--- config.mk ---
export PLATFORM = sky130hd
export DESIGN_NAME = cond_logic_flat
export DESIGN_NICKNAME = d
export VERILOG_FILES = /design/src/rtl/cond_logic_if.sv /design/src/rtl/cond_logic.sv /design/src/flat_wrapper.sv
export SDC_FILE = /design/constraint.sdc
export NUM_CORES = 1
export LEC_CHECK = 0
export BUFFER_PORTS_ARGS = -buffer_cell sky130_fd_sc_hd__buf_4
export CAP_MARGIN = 20
export CORE_ASPECT_RATIO = 0.9
export CORE_MARGIN = 4
export CORE_UTILIZATION = 30
export CTS_CLUSTER_SIZE = 25
export DETAILED_ROUTE_END_ITERATION = 16
export HOLD_SLACK_MARGIN = 0.08
export PLACE_DENSITY_LB_ADDON = 0.15
export SLEW_MARGIN = 20
export SYNTH_ARGS = -nofsm -noshare
export SYNTH_HDL_FRONTEND = slang
export SYNTH_SLANG_ARGS = --single-unit
--- constraint.sdc ---
create_clock -name clk -period 2 [get_ports clk]
set_clock_uncertainty 0.15 [all_clocks]
set_input_delay 0.2 -clock clk [delete_from_list [all_inputs] [get_ports clk]]
set_output_delay 0.2 -clock clk [all_outputs]
set_load 0.05 [all_outputs]
--- src/rtl/cond_logic_if.sv ---
// Decoder-to-conditional-execution bundle: condition field, flag/write requests, gated strobes and flag state.
interface cond_logic_if #(
    parameter int CNT_WIDTH = 16
);
    logic [3:0]           Cond;
    logic [3:0]           ALUFlags;
    logic [1:0]           FlagW;
    logic                 PCS;
    logic                 RegW;
    logic                 MemW;
    logic                 Stall;
    logic                 PCSrc;
    logic                 RegWrite;
    logic                 MemWrite;
    logic                 CondEx;
    logic [3:0]           Flags;
    logic [CNT_WIDTH-1:0] TakenCount;
    logic [CNT_WIDTH-1:0] AnnulCount;

    modport master (
        output Cond, ALUFlags, FlagW, PCS, RegW, MemW, Stall,
        input  PCSrc, RegWrite, MemWrite, CondEx, Flags, TakenCount, AnnulCount
    );

    modport slave (
        input  Cond, ALUFlags, FlagW, PCS, RegW, MemW, Stall,
        output PCSrc, RegWrite, MemWrite, CondEx, Flags, TakenCount, AnnulCount
    );
endinterface

--- src/rtl/cond_logic.sv ---
// ARM conditional-execution stage: NZCV register, condition evaluation and write-strobe gating.
// Optional saturating taken/annul counters are built when COND_PERF_CNT_EN is defined.
module cond_logic #(
    parameter int CNT_WIDTH = 16
) (
    input  logic         clk,
    input  logic         reset,
    cond_logic_if.slave  bus
);

    function automatic logic cond_pass(input logic [3:0] cond, input logic [3:0] nzcv);
        logic n, z, c, v;
        n = nzcv[3];
        z = nzcv[2];
        c = nzcv[1];
        v = nzcv[0];
        case (cond)
            4'b0000: cond_pass = z;
            4'b0001: cond_pass = ~z;
            4'b0010: cond_pass = c;
            4'b0011: cond_pass = ~c;
            4'b0100: cond_pass = n;
            4'b0101: cond_pass = ~n;
            4'b0110: cond_pass = v;
            4'b0111: cond_pass = ~v;
            4'b1000: cond_pass = c & ~z;
            4'b1001: cond_pass = ~c | z;
            4'b1010: cond_pass = (n == v);
            4'b1011: cond_pass = (n != v);
            4'b1100: cond_pass = ~z & (n == v);
            4'b1101: cond_pass = z | (n != v);
            default: cond_pass = 1'b1;
        endcase
    endfunction

    logic [3:0] flags_q, flags_d;
    logic       cond_ex_s;
    logic       update_ok_s;
    logic       strobe_ok_s;

    // Condition check uses only registered flags, never the current ALU result.
    always_comb begin
        cond_ex_s   = cond_pass(bus.Cond, flags_q);
        update_ok_s = cond_ex_s & ~bus.Stall;
        strobe_ok_s = update_ok_s & ~reset;
    end

    // N,Z and C,V halves are written independently.
    always_comb begin
        flags_d = flags_q;
        if (update_ok_s && bus.FlagW[1]) begin
            flags_d[3:2] = bus.ALUFlags[3:2];
        end else begin
            flags_d[3:2] = flags_q[3:2];
        end
        if (update_ok_s && bus.FlagW[0]) begin
            flags_d[1:0] = bus.ALUFlags[1:0];
        end else begin
            flags_d[1:0] = flags_q[1:0];
        end
    end

    // Flag register.
    always_ff @(posedge clk or posedge reset) begin
        if (reset) begin
            flags_q <= 4'b0000;
        end else begin
            flags_q <= flags_d;
        end
    end

    assign bus.CondEx   = cond_ex_s;
    assign bus.Flags    = flags_q;
    assign bus.PCSrc    = bus.PCS  & strobe_ok_s;
    assign bus.RegWrite = bus.RegW & strobe_ok_s;
    assign bus.MemWrite = bus.MemW & strobe_ok_s;

`ifdef COND_PERF_CNT_EN
    logic [CNT_WIDTH-1:0] taken_q, taken_d;
    logic [CNT_WIDTH-1:0] annul_q, annul_d;
    logic                 annul_ev_s;

    // Saturating counters; an annul is any failed instruction that requested a side effect.
    always_comb begin
        annul_ev_s = ~cond_ex_s & ~bus.Stall &
                     (bus.PCS | bus.RegW | bus.MemW | (bus.FlagW != 2'b00));
        taken_d = taken_q;
        annul_d = annul_q;
        if (bus.PCSrc && (taken_q != {CNT_WIDTH{1'b1}})) begin
            taken_d = taken_q + {{(CNT_WIDTH-1){1'b0}}, 1'b1};
        end else begin
            taken_d = taken_q;
        end
        if (annul_ev_s && (annul_q != {CNT_WIDTH{1'b1}})) begin
            annul_d = annul_q + {{(CNT_WIDTH-1){1'b0}}, 1'b1};
        end else begin
            annul_d = annul_q;
        end
    end

    // Counter registers.
    always_ff @(posedge clk or posedge reset) begin
        if (reset) begin
            taken_q <= {CNT_WIDTH{1'b0}};
            annul_q <= {CNT_WIDTH{1'b0}};
        end else begin
            taken_q <= taken_d;
            annul_q <= annul_d;
        end
    end

    assign bus.TakenCount = taken_q;
    assign bus.AnnulCount = annul_q;
`else
    assign bus.TakenCount = {CNT_WIDTH{1'b0}};
    assign bus.AnnulCount = {CNT_WIDTH{1'b0}};
`endif

endmodule
--- src/flat_wrapper.sv ---
// flat-port wrapper written by rule: the top's interface ports become plain ports
module cond_logic_flat 
#(
    parameter int CNT_WIDTH = 16
)
  (clk, reset, bus_Cond, bus_ALUFlags, bus_FlagW, bus_PCS, bus_RegW, bus_MemW, bus_Stall, bus_PCSrc, bus_RegWrite, bus_MemWrite, bus_CondEx, bus_Flags, bus_TakenCount, bus_AnnulCount);
  cond_logic_if #(.CNT_WIDTH(CNT_WIDTH)) bus_i ();
  input  logic clk;
  input  logic reset;
  input wire logic [$bits(bus_i.Cond)-1:0] bus_Cond;
  input wire logic [$bits(bus_i.ALUFlags)-1:0] bus_ALUFlags;
  input wire logic [$bits(bus_i.FlagW)-1:0] bus_FlagW;
  input wire logic [$bits(bus_i.PCS)-1:0] bus_PCS;
  input wire logic [$bits(bus_i.RegW)-1:0] bus_RegW;
  input wire logic [$bits(bus_i.MemW)-1:0] bus_MemW;
  input wire logic [$bits(bus_i.Stall)-1:0] bus_Stall;
  output wire logic [$bits(bus_i.PCSrc)-1:0] bus_PCSrc;
  output wire logic [$bits(bus_i.RegWrite)-1:0] bus_RegWrite;
  output wire logic [$bits(bus_i.MemWrite)-1:0] bus_MemWrite;
  output wire logic [$bits(bus_i.CondEx)-1:0] bus_CondEx;
  output wire logic [$bits(bus_i.Flags)-1:0] bus_Flags;
  output wire logic [$bits(bus_i.TakenCount)-1:0] bus_TakenCount;
  output wire logic [$bits(bus_i.AnnulCount)-1:0] bus_AnnulCount;
  assign bus_i.Cond = bus_Cond;
  assign bus_i.ALUFlags = bus_ALUFlags;
  assign bus_i.FlagW = bus_FlagW;
  assign bus_i.PCS = bus_PCS;
  assign bus_i.RegW = bus_RegW;
  assign bus_i.MemW = bus_MemW;
  assign bus_i.Stall = bus_Stall;
  assign bus_PCSrc = bus_i.PCSrc;
  assign bus_RegWrite = bus_i.RegWrite;
  assign bus_MemWrite = bus_i.MemWrite;
  assign bus_CondEx = bus_i.CondEx;
  assign bus_Flags = bus_i.Flags;
  assign bus_TakenCount = bus_i.TakenCount;
  assign bus_AnnulCount = bus_i.AnnulCount;
  cond_logic #(.CNT_WIDTH(CNT_WIDTH)) u_core (.clk(clk), .reset(reset), .bus(bus_i));
endmodule
==> summary.json, run 1 <==
{
  "cts_root_buf": {"value": "clkbuf_4"},
  "powerDensity": {"value": 1201, "unit": "mW/mm^2"},
  "setup_viol": {"value": 8},
  "grt.total_usage": {"value": 9.492, "unit": "%"},
  "floorplan.core_area": {"value": 0.002008, "unit": "sq mm"},
  "first_global_vias": {"value": 508},
  "overflow_left_after_global_routing": {"value": 0},
  "remaining_drc_errors": {"value": 0},
  "clock_sink_count": {"value": 4},
  "cts_tree": {"value": "built"},
  "timing.final.crit_share": {"value": 120.8, "unit": "%"},
  "firstDrtPassIters": {"value": 3},
  "cp_num_buf_inv": {"value": 1},
  "critical_path_peak_fanout": {"value": 4},
  "postSynthRegisterBits": {"value": 4},
  "grt_start_max_net_pins": {"value": 7},
  "cp_cell_sequence": {"value": "xnor2_2, mux2_4, o211a_4, or3_4, and3_4, buf_8"},
  "drt.antenna.violating_nets": {"value": 0},
  "synth_top_family_by_area": {"value": "buffers and inverters"},
  "largest_register_ffs": {"value": 4},
  "fp-row-count": {"value": 15},
  "synthesis.area_per_instance": {"value": 8.660, "unit": "sq um"},
  "gate_count_of_the_mapped_netlist": {"value": 76},
  "maxClockFrequency": {"value": 413.9, "unit": "MHz"},
  "detailroute.via_count": {"value": 563},
  "clock_latency": {"value": 230, "unit": "ps"},
  "netlist_area": {"value": 658.1, "unit": "sq um"},
  "synthFlopType": {"value": "dfrtp_1"},
  "wl_per_cell": {"value": 10.30, "unit": "microns"},
  "synth.distinct_cells": {"value": 25},
  "areaGrowthSynthToFinish": {"value": 50.19, "unit": "%"},
  "power.leakage": {"value": 0.0005146, "unit": "uW"},
  "post-route-cell-area": {"value": 988.4, "unit": "sq um"},
  "dpl-instance-area": {"value": 818.3, "unit": "sq um"},
  "worst_ep_arrival_time": {"value": 2070, "unit": "ps"},
  "ys.warnings.count": {"value": 0},
  "chipWidth": {"value": 57.37, "unit": "microns"},
  "cp_slowest_cell": {"value": "dfrtp_2"},
  "grt_pass1_wl": {"value": 2187, "unit": "microns"},
  "status": {"value": "complete, but fails checks"},
  "ys_seq_area_share": {"value": 15.21, "unit": "%"},
  "clock_tree.htree_level_count": {"value": 1},
  "synth-edff-count": {"value": 0},
  "drc_violation_total_after_the_first_tritonroute_iteration": {"value": 1},
  "synthesized_area_fraction_occupied_by_ao_oa_aoi_and_oai_cells": {"value": 14.45, "unit": "%"},
  "final.setup.tns": {"value": -2995, "unit": "ps"},
  "power.ir.vdd_worst": {"value": 0.8133, "unit": "mV"},
  "synth.most_common_cell": {"value": "buf_4"},
  "port_buffers": {"value": 23},
  "starting_density_of_the_core": {"value": 32.77, "unit": "%"},
  "synth_fa_ha_area_share": {"value": 0, "unit": "%"},
  "netlist.area_leader.share": {"value": 36.50, "unit": "%"},
  "unrepaired_setup_endpoints_after_global_routing": {"value": "true"},
  "post_synthesis_simple_gate_area_fraction": {"value": 15.21, "unit": "%"},
  "final_critical_path_setup_slack": {"value": -416.2, "unit": "ps"},
  "top_level_ports": {"value": 56},
  "design.die.area": {"value": 0.003008, "unit": "sq mm"},
  "layout_min_cycle_time": {"value": 2416, "unit": "ps"},
  "post_synth_main_area_contributors": {"value": "buf_4 37%, dfrtp_1 15%, mux2_1 6.8%"},
  "worstSetupStartpointType": {"value": "flip-flop"},
  "gp_congestion": {"value": 0.7033},
  "yosys.area_share.xor_xnor": {"value": 1.331, "unit": "%"},
  "smallest_hold_slack": {"value": 191.3, "unit": "ps"},
  "violations": {"value": "setup timing"},
  "worst_setup_path_end_kind": {"value": "output pin"},
  "cpPeakStageDelay": {"value": 420, "unit": "ps"},
  "holdCritPathClass": {"value": "input port to flip-flop"},
  "cp_top_family": {"value": "simple AND/OR/NAND/NOR gates"},
  "synth.cells.most_frequent": {"value": "32 x buf_4, 4 x dfrtp_1, 4 x inv_1, 4 x mux2_1, 4 x nand2_1"},
  "diodes": {"value": 0},
  "dp_hpwl": {"value": 1168, "unit": "microns"},
  "async_reset_ff_share": {"value": 100.0, "unit": "%"},
  "count_of_maximum_capacitance_violations": {"value": 0},
  "cp.required": {"value": 1650, "unit": "ps"},
  "cts-buffers-inserted": {"value": 3},
  "viasPerCell": {"value": 3.937},
  "nNetsFinal": {"value": 136},
  "die_height": {"value": 52.44, "unit": "microns"},
  "detail_route.wirelength": {"value": 1473, "unit": "microns"},
  "hold_violations": {"value": 0},
  "clk_transition_reported_paths": {"value": 40, "unit": "ps"},
  "post_route_cells_drive_above_1_share": {"value": 46.61, "unit": "%"},
  "antenna_found_initial": {"value": 0},
  "timing_worst_setup_path_type": {"value": "flip-flop to output pin"},
  "max-clock-path-buffers": {"value": 2},
  "timing.final.max_slew_violations": {"value": 0},
  "synth.largest_area_cell": {"value": "buf_4"},
  "synth_mux_area_share": {"value": 13.69, "unit": "%"}
}
cell usage in the layout (no fill, tap or decap), drive strengths merged, types with 3 or more instances in the layout:
| cell | n |
|---|---|
| and3 | 3 |
| buf | 36 |
| clkbuf | 3 |
| conb | 32 |
| dfrtp | 4 |
| dlygate4sd3 | 5 |
| inv | 4 |
| mux2 | 5 |
| mux2i | 3 |
| nand2 | 4 |
layout make-up:
type / instances / area (sq um)
inverters: 4 / 15.01
clock buffers: 3 / 22.52
flip-flops and latches: 4 / 102.6
well taps: 25 / 31.28
fillers: 187 / 1020
multi-input cells: 66 / 462.9
repair buffers: 41 / 354.1
power by group:
group | internal (uW) | total [uW] | switching (uW)
Combinational | 385 | 898 | 514
Sequential | 127 | 189 | 61.6
Clock | 67.1 | 100 | 33.0
layer usage:
metal / wire length (microns) / part of all wire [%] / track usage, %
met2: 756 / 51 / 15.98
met5: 0 / 0 / 0
met3: 160 / 11 / 2.956
met1: 556 / 38 / 11.29
met4: 0 / 0 / 3.475
final timing paths:
| kind | from | end | slack, ps | cells after the start |
|---|---|---|---|---|
| worst max-delay path | u_core.bus.Flags[0]$_DFFE_PP0P_ | bus_RegWrite | -420 | 6 |
| max in group asynchronous | reset | u_core.bus.Flags[0]$_DFFE_PP0P_ | 1270 | 3 |
| min in group asynchronous | reset | u_core.bus.Flags[2]$_DFFE_PP0P_ | 260 | 3 |
| worst min register to register | u_core.bus.Flags[0]$_DFFE_PP0P_ | u_core.bus.Flags[0]$_DFFE_PP0P_ | 500 | 2 |
| worst max register to register | u_core.bus.Flags[0]$_DFFE_PP0P_ | u_core.bus.Flags[0]$_DFFE_PP0P_ | -360 | 7 |
| worst min-delay path | bus_FlagW[0] | u_core.bus.Flags[0]$_DFFE_PP0P_ | 190 | 3 |
worst reg2reg max path, delay by kind of cell (launching register included):
family          cells  cell delay, ps
compound gates      2             570
flops               1             420
xor+xnor            1             190
buf+inv             2             250
mux                 2             670
logic make-up (layout without fill, tap and decap cells):
| group | count (synthesis) | after routing |
|---|---|---|
| muxes | 8 | 8 |
| xor gates and xnor gates | 1 | 1 |
| AOI/OAI and AO/OA | 8 | 8 |
| DFF | 4 | 4 |
| buffers and inverters | 37 | 48 |
| and+or+nand+nor | 17 | 17 |
| other | 1 | 32 |
repair_timing:
| action | in CTS | in global routing |
|---|---|---|
| cloned | 0 | 0 |
| gates resized for setup | 10 | 4 |
| pin swaps | 4 | 4 |
| hold buffers | 5 | 0 |
| setup buffers | 4 | 1 |
| endpoints found under the hold margin | 8 | 0 |
| endpoints found under the setup margin | 8 | 8 |
through the flow:
| step | power, uW | utilization (%) | cells | setup WS [ps] |
|---|---|---|---|---|
| 3_5_place_dp | 967.4 | 40.75 | 130 | -248.9 |
| 2_1_floorplan | 779.1 | - | 107 | -359.4 |
| 3_3_place_gp | 964.4 | 40.75 | 130 | -228.0 |
| 5_1_grt | 1260 | 49.22 | 143 | -512.3 |
| 6_report | 1187 | 49.22 | 143 | -416.2 |
| 4_1_cts | 1171 | 48.10 | 142 | -445.9 |
(Power assumes the default switching activity.)
==> run 2, diff against run 1 <==
SKIP_CTS_REPAIR_TIMING = 1   (was default)
SKIP_LAST_GASP = 1   (was default)
==> summary.json, run 2 (same netlist as run 1, synthesis figures left out) <==
{
  "cp_cell_sequence": {"value": "xnor2_2, mux2_4, o211a_4, or3_4, and3_4, buf_8"},
  "layout_min_cycle_time": {"value": 2473, "unit": "ps", "change": "+56.99 ps"},
  "diodes": {"value": 0, "change": "unchanged"},
  "grt_util_met3": {"value": 3.941, "unit": "%", "change": "+0.99 points"},
  "critical_path_peak_fanout": {"value": 4, "change": "unchanged"},
  "most_frequent_standard_cell_in_the_layout_excluding_fill_and_tap_cells": {"value": "conb_1"},
  "globalRoute.busiestLayer": {"value": "met2"},
  "top_level_ports": {"value": 56, "change": "unchanged"},
  "grt_start_max_net_pins": {"value": 7, "change": "unchanged"},
  "wl_per_cell": {"value": 10.06, "unit": "microns", "change": "-2.3%"},
  "cp_slowest_cell": {"value": "dfrtp_2"},
  "grtUsageMet1": {"value": 10.85, "unit": "%", "change": "-0.44 points"},
  "holdCritPathClass": {"value": "input port to flip-flop"},
  "setup_viol": {"value": 8, "change": "unchanged"},
  "worst_ep_arrival_time": {"value": 2120, "unit": "ps", "change": "+50 ps"},
  "chipWidth": {"value": 57.37, "unit": "microns", "change": "unchanged"},
  "max-clock-path-buffers": {"value": 2, "change": "unchanged"},
  "largest_register_ffs": {"value": 4, "change": "unchanged"},
  "detailroute.via_count": {"value": 541, "change": "-3.9%"},
  "worst_setup_path_end_kind": {"value": "output pin"},
  "worst_hold_path.num_cells": {"value": 3, "change": "unchanged"},
  "design_power_total": {"value": 1085, "unit": "uW", "change": "-8.6%"},
  "remaining_drc_errors": {"value": 0, "change": "unchanged"},
  "power.leakage": {"value": 0.0004791, "unit": "uW", "change": "-6.9%"},
  "viasPerCell": {"value": 3.892, "change": "-1.1%"},
  "floorplan.core_area": {"value": 0.002008, "unit": "sq mm", "change": "unchanged"},
  "placedCellCount": {"value": 130, "change": "unchanged"},
  "final-instance-count-excl-fill": {"value": 139, "change": "-2.8%"},
  "cp.required": {"value": 1650, "unit": "ps", "change": "about the same"},
  "overflow_left_after_global_routing": {"value": 0, "change": "unchanged"},
  "post-route-cell-area": {"value": 917.1, "unit": "sq um", "change": "-7.2%"},
  "rr_worst_depth": {"value": 6, "change": "-1"},
  "antenna_found_initial": {"value": 0, "change": "unchanged"},
  "cts-buffers-inserted": {"value": 3, "change": "unchanged"},
  "hold_violations": {"value": 0, "change": "unchanged"},
  "clock_latency": {"value": 230, "unit": "ps", "change": "about the same"},
  "post_route_cells_drive_above_1_share": {"value": 41.23, "unit": "%", "change": "-5.4 points"},
  "grt_pass1_wl": {"value": 1932, "unit": "microns", "change": "-12%"},
  "detail_route.wirelength": {"value": 1399, "unit": "microns", "change": "-5.0%"},
  "fp-row-count": {"value": 15, "change": "unchanged"},
  "grt.total_usage": {"value": 8.402, "unit": "%", "change": "-1.1 points"},
  "nNetsFinal": {"value": 132, "change": "-2.9%"},
  "timing_worst_setup_path_type": {"value": "flip-flop to output pin"},
  "final_core_utilization": {"value": 45.67, "unit": "%", "change": "-3.6 points"},
  "smallest_hold_slack": {"value": 189.5, "unit": "ps", "change": "-1.757 ps"},
  "layout.filler_cells": {"value": 193, "change": "+3.2%"},
  "clock_tree.htree_level_count": {"value": 1, "change": "unchanged"},
  "drc_violation_total_after_the_first_tritonroute_iteration": {"value": 3, "change": "+2"},
  "port_buffers": {"value": 23, "change": "unchanged"},
  "count_of_maximum_capacitance_violations": {"value": 0, "change": "unchanged"},
  "clock_sink_count": {"value": 4, "change": "unchanged"},
  "dp_hpwl": {"value": 1168, "unit": "microns", "change": "unchanged"},
  "unrepaired_setup_endpoints_after_global_routing": {"value": "true"},
  "power.ir.vdd_worst": {"value": 0.7500, "unit": "mV", "change": "-7.8%"},
  "violations": {"value": "setup timing"},
  "areaGrowthSynthToFinish": {"value": 39.35, "unit": "%"},
  "timing.final.crit_share": {"value": 123.7, "unit": "%", "change": "+2.8 points"},
  "gp_congestion": {"value": 0.7033, "change": "unchanged"},
  "timing.final.max_slew_violations": {"value": 0, "change": "unchanged"},
  "status": {"value": "complete, but fails checks"},
  "clk_transition_reported_paths": {"value": 40, "unit": "ps", "change": "about the same"},
  "die_height": {"value": 52.44, "unit": "microns", "change": "unchanged"},
  "cts_root_buf": {"value": "clkbuf_4"},
  "cpPeakStageDelay": {"value": 430, "unit": "ps", "change": "about the same"},
  "drt.antenna.violating_nets": {"value": 0, "change": "unchanged"},
  "starting_density_of_the_core": {"value": 32.77, "unit": "%", "change": "unchanged"},
  "final_cell_mix": {"value": "32 x conb_1, 29 x buf_4, 5 x dlygate4sd3_1"},
  "design.die.area": {"value": 0.003008, "unit": "sq mm", "change": "unchanged"},
  "timing.reg2reg.setup_slack": {"value": -280, "unit": "ps", "change": "+80 ps"},
  "global_route.usage.met2": {"value": 11.84, "unit": "%", "change": "-4.1 points"},
  "dpl-instance-area": {"value": 818.3, "unit": "sq um", "change": "unchanged"},
  "firstDrtPassIters": {"value": 3, "change": "unchanged"},
  "cts_tree": {"value": "built"},
  "powerDensity": {"value": 1183, "unit": "mW/mm^2", "change": "-1.5%"},
  "final_critical_path_setup_slack": {"value": -473.2, "unit": "ps", "change": "-56.99 ps"},
  "worstSetupStartpointType": {"value": "flip-flop"},
  "first_global_vias": {"value": 447, "change": "-12%"},
  "maxClockFrequency": {"value": 404.3, "unit": "MHz", "change": "-2.3%"}
}
==> run 2: cell types whose count changed in the layout (fill, tap and decap cells not counted), sizes merged <==
cell  previous run  this run
buf             36        32
==> run 2: metrics by stage <==
stage / worst slack [ps] / TNS, ps
2_1_floorplan: -359.4 / -2084
3_3_place_gp: -228.0 / -1385
3_5_place_dp: -248.9 / -1462
4_1_cts: -508.5 / -2525
5_1_grt: -561.5 / -3666
6_report: -473.2 / -2876
==> run 2: final timing paths <==
kind                                                 startpoint                         endpoint
worst max-delay path            u_core.bus.Flags[3]$_DFFE_PP0P_                     bus_MemWrite
worst min-delay path                               bus_FlagW[1]  u_core.bus.Flags[2]$_DFFE_PP0P_
worst max register to register  u_core.bus.Flags[3]$_DFFE_PP0P_  u_core.bus.Flags[3]$_DFFE_PP0P_
worst min register to register  u_core.bus.Flags[2]$_DFFE_PP0P_  u_core.bus.Flags[2]$_DFFE_PP0P_
max in group asynchronous                                 reset  u_core.bus.Flags[0]$_DFFE_PP0P_
min in group asynchronous                                 reset  u_core.bus.Flags[2]$_DFFE_PP0P_
==> run 2: report_power, final <==
| part | internal, uW | switching (uW) | total, uW |
|---|---|---|---|
| combinational | 312 | 486 | 799 |
| clock | 67.1 | 32.6 | 99.7 |
| sequential | 127 | 59.2 | 186 |
==> run 2: layout make-up <==
cell class / count / area [sq um] / share of cell area, %
repair buffers: 37 / 309.0 / 33.70
well taps: 25 / 31.28 / 3.411
inverters: 4 / 15.01 / 1.637
clock buffers: 3 / 22.52 / 2.456
flip-flops and latches: 4 / 102.6 / 11.19
multi-input cells: 66 / 436.7 / 47.61
==> run 2: critical path: cells and delay by family, from the launching register on <==
family | cells | cell delay, ps
xor+xnor | 1 | 200
buf+inv | 1 | 140
mux | 1 | 320
compound gates | 1 | 230
simple gates | 2 | 560
flops | 1 | 430
==> run 2: routing by layer <==
metal,up-vias,share of wire (%)
met1,237,38
met3,0,11
li1,272,-
met4,0,0
met5,-,0
met2,32,51
==> run 3, diff against run 2 <==
CORE_ASPECT_RATIO = 1.4   (was 0.9)
clock period = 2.2 ns   (was 2 ns; I/O delays follow)
==> summary.json, run 3 (same netlist as run 1, synthesis figures left out) <==
{
  "wl_per_cell": {"value": 11.47, "unit": "microns", "change": "+14%"},
  "design.die.area": {"value": 0.003018, "unit": "sq mm", "change": "+0.32%"},
  "final.setup.tns": {"value": -1001, "unit": "ps", "change": "+1875 ps"},
  "grt_pass1_wl": {"value": 1994, "unit": "microns", "change": "+3.2%"},
  "clk_transition_reported_paths": {"value": 40, "unit": "ps", "change": "about the same"},
  "powerDensity": {"value": 1113, "unit": "mW/mm^2", "change": "-5.9%"},
  "hold_violations": {"value": 0, "change": "unchanged"},
  "unrepaired_setup_endpoints_after_global_routing": {"value": "true"},
  "detail_route.wirelength": {"value": 1502, "unit": "microns", "change": "+7.4%"},
  "gp_congestion": {"value": 0.6952, "change": "-1.2%"},
  "clock_sink_count": {"value": 4, "change": "unchanged"},
  "cts_root_buf": {"value": "clkbuf_4"},
  "detailedPlace.worstSlack": {"value": -57.17, "unit": "ps", "change": "+191.7 ps"},
  "grt.total_usage": {"value": 9.246, "unit": "%", "change": "+0.84 points"},
  "firstDrtPassIters": {"value": 1, "change": "-2"},
  "clock_tree.htree_level_count": {"value": 1, "change": "unchanged"},
  "clock_latency": {"value": 240, "unit": "ps", "change": "about the same"},
  "worst_setup_path_end_kind": {"value": "output pin"},
  "dp_hpwl": {"value": 1146, "unit": "microns", "change": "-1.9%"},
  "power.leakage": {"value": 0.0004810, "unit": "uW", "change": "+0.40%"},
  "overflow_left_after_global_routing": {"value": 0, "change": "unchanged"},
  "maxClockFrequency": {"value": 409.4, "unit": "MHz"},
  "final_critical_path_setup_slack": {"value": -242.5, "unit": "ps", "change": "+230.7 ps"},
  "status": {"value": "complete, but fails checks"},
  "starting_density_of_the_core": {"value": 32.57, "unit": "%", "change": "-0.20 points"},
  "top_level_ports": {"value": 56, "change": "unchanged"},
  "largest_register_ffs": {"value": 4, "change": "unchanged"},
  "cp.required": {"value": 1830, "unit": "ps", "change": "+180 ps"},
  "viasPerCell": {"value": 4.229, "change": "+8.7%"},
  "die_height": {"value": 63.42, "unit": "microns", "change": "+21%"},
  "timing.final.max_slew_violations": {"value": 0, "change": "unchanged"},
  "count_of_maximum_capacitance_violations": {"value": 0, "change": "unchanged"},
  "max-clock-path-buffers": {"value": 2, "change": "unchanged"},
  "remaining_drc_errors": {"value": 0, "change": "unchanged"},
  "areaGrowthSynthToFinish": {"value": 42.59, "unit": "%"},
  "most_frequent_standard_cell_in_the_layout_excluding_fill_and_tap_cells": {"value": "conb_1"},
  "fp-row-count": {"value": 19, "change": "+4"},
  "antenna_found_initial": {"value": 0, "change": "unchanged"},
  "design_power_total": {"value": 1045, "unit": "uW", "change": "-3.7%"},
  "detailroute.via_count": {"value": 554, "change": "+2.4%"},
  "final_core_utilization": {"value": 46.44, "unit": "%", "change": "+0.77 points"},
  "holdCritPathClass": {"value": "input port to flip-flop"},
  "drc_violation_total_after_the_first_tritonroute_iteration": {"value": 0, "change": "-3"},
  "grt_start_max_net_pins": {"value": 9, "change": "+2"},
  "power.ir.vdd_worst": {"value": 0.8987, "unit": "mV", "change": "+20%"},
  "violations": {"value": "setup timing"},
  "cts-buffers-inserted": {"value": 3, "change": "unchanged"},
  "setup_viol": {"value": 8, "change": "unchanged"},
  "cts_tree": {"value": "built"},
  "chipWidth": {"value": 47.59, "unit": "microns", "change": "-17%"},
  "port_buffers": {"value": 23, "change": "unchanged"},
  "diodes": {"value": 0, "change": "unchanged"},
  "layout.filler_cells": {"value": 196, "change": "+1.6%"},
  "nNetsFinal": {"value": 128, "change": "-3.0%"},
  "final_cell_mix": {"value": "32 x conb_1, 23 x buf_4, 5 x dlygate4sd3_1"},
  "timing_worst_setup_path_type": {"value": "flip-flop to output pin"},
  "drt.antenna.violating_nets": {"value": 0, "change": "unchanged"},
  "first_global_vias": {"value": 493, "change": "+10%"},
  "floorplan.core_area": {"value": 0.002021, "unit": "sq mm", "change": "+0.62%"},
  "timing.final.crit_share": {"value": 111.0, "unit": "%"},
  "layout_min_cycle_time": {"value": 2443, "unit": "ps"},
  "smallest_hold_slack": {"value": 196.3, "unit": "ps", "change": "+6.814 ps"},
  "worst_ep_arrival_time": {"value": 2070, "unit": "ps", "change": "-50 ps"},
  "worstSetupStartpointType": {"value": "flip-flop"},
  "post_route_cells_drive_above_1_share": {"value": 43.64, "unit": "%", "change": "+2.4 points"},
  "critical_path_peak_fanout": {"value": 4, "change": "unchanged"}
}
==> run 3: layout make-up <==
| class | count | area (sq um) | area share (%) |
|---|---|---|---|
| Timing Repair Buffer | 33 | 282.8 | 30.13 |
| Multi-Input combinational cell | 66 | 489.2 | 52.13 |
| Inverter | 4 | 15.01 | 1.600 |
| Tap cell | 21 | 26.28 | 2.800 |
| Clock buffer | 3 | 22.52 | 2.400 |
| Sequential cell | 4 | 102.6 | 10.93 |
==> run 3: metal layers <==
| metal | up-vias | global-route usage (%) | wire, microns |
|---|---|---|---|
| li1 | 260 | - | - |
| met4 | 0 | 8.081 | 46 |
| met5 | - | 0 | 0 |
| met2 | 32 | 14.09 | 821 |
| met3 | 6 | 1.140 | 138 |
| met1 | 256 | 10.48 | 495 |
==> run 3: report_power, final <==
part / switching (uW) / internal, uW / total, uW
clock: 33.9 / 61.3 / 95.2
combinational: 465 / 312 / 778
sequential: 56.5 / 115 / 172
total: 556 / 489 / 1040
==> run 3: per-stage QoR <==
stage,std cells,area (sq um)
3_3_place_gp,120,768.2
5_1_grt,131,938.4
4_1_cts,123,790.8
6_report,131,938.4
2_1_floorplan,107,799.5
3_5_place_dp,120,768.2
==> run 3: path summary, 6_finish.rpt <==
kind                                                      start                              end  slack, ps  cells after the start
worst max-delay path            u_core.bus.Flags[3]$_DFFE_PP0P_                        bus_PCSrc       -240                      6
worst min-delay path                               bus_FlagW[1]  u_core.bus.Flags[2]$_DFFE_PP0P_        200                      3
worst max register to register  u_core.bus.Flags[3]$_DFFE_PP0P_  u_core.bus.Flags[3]$_DFFE_PP0P_        -70                      6
worst min register to register  u_core.bus.Flags[1]$_DFFE_PP0P_  u_core.bus.Flags[1]$_DFFE_PP0P_        490                      1
max in group asynchronous                                 reset  u_core.bus.Flags[0]$_DFFE_PP0P_       1440                      3
min in group asynchronous                                 reset  u_core.bus.Flags[2]$_DFFE_PP0P_        290                      3
==> run 3: worst max-delay path: stages (launching register included) <==
cell,delay (ps)
dfrtp_2,430
xnor2_2,200
mux2_4,320
o211a_4,230
or3_4,350
and3_4,170
buf_8,140
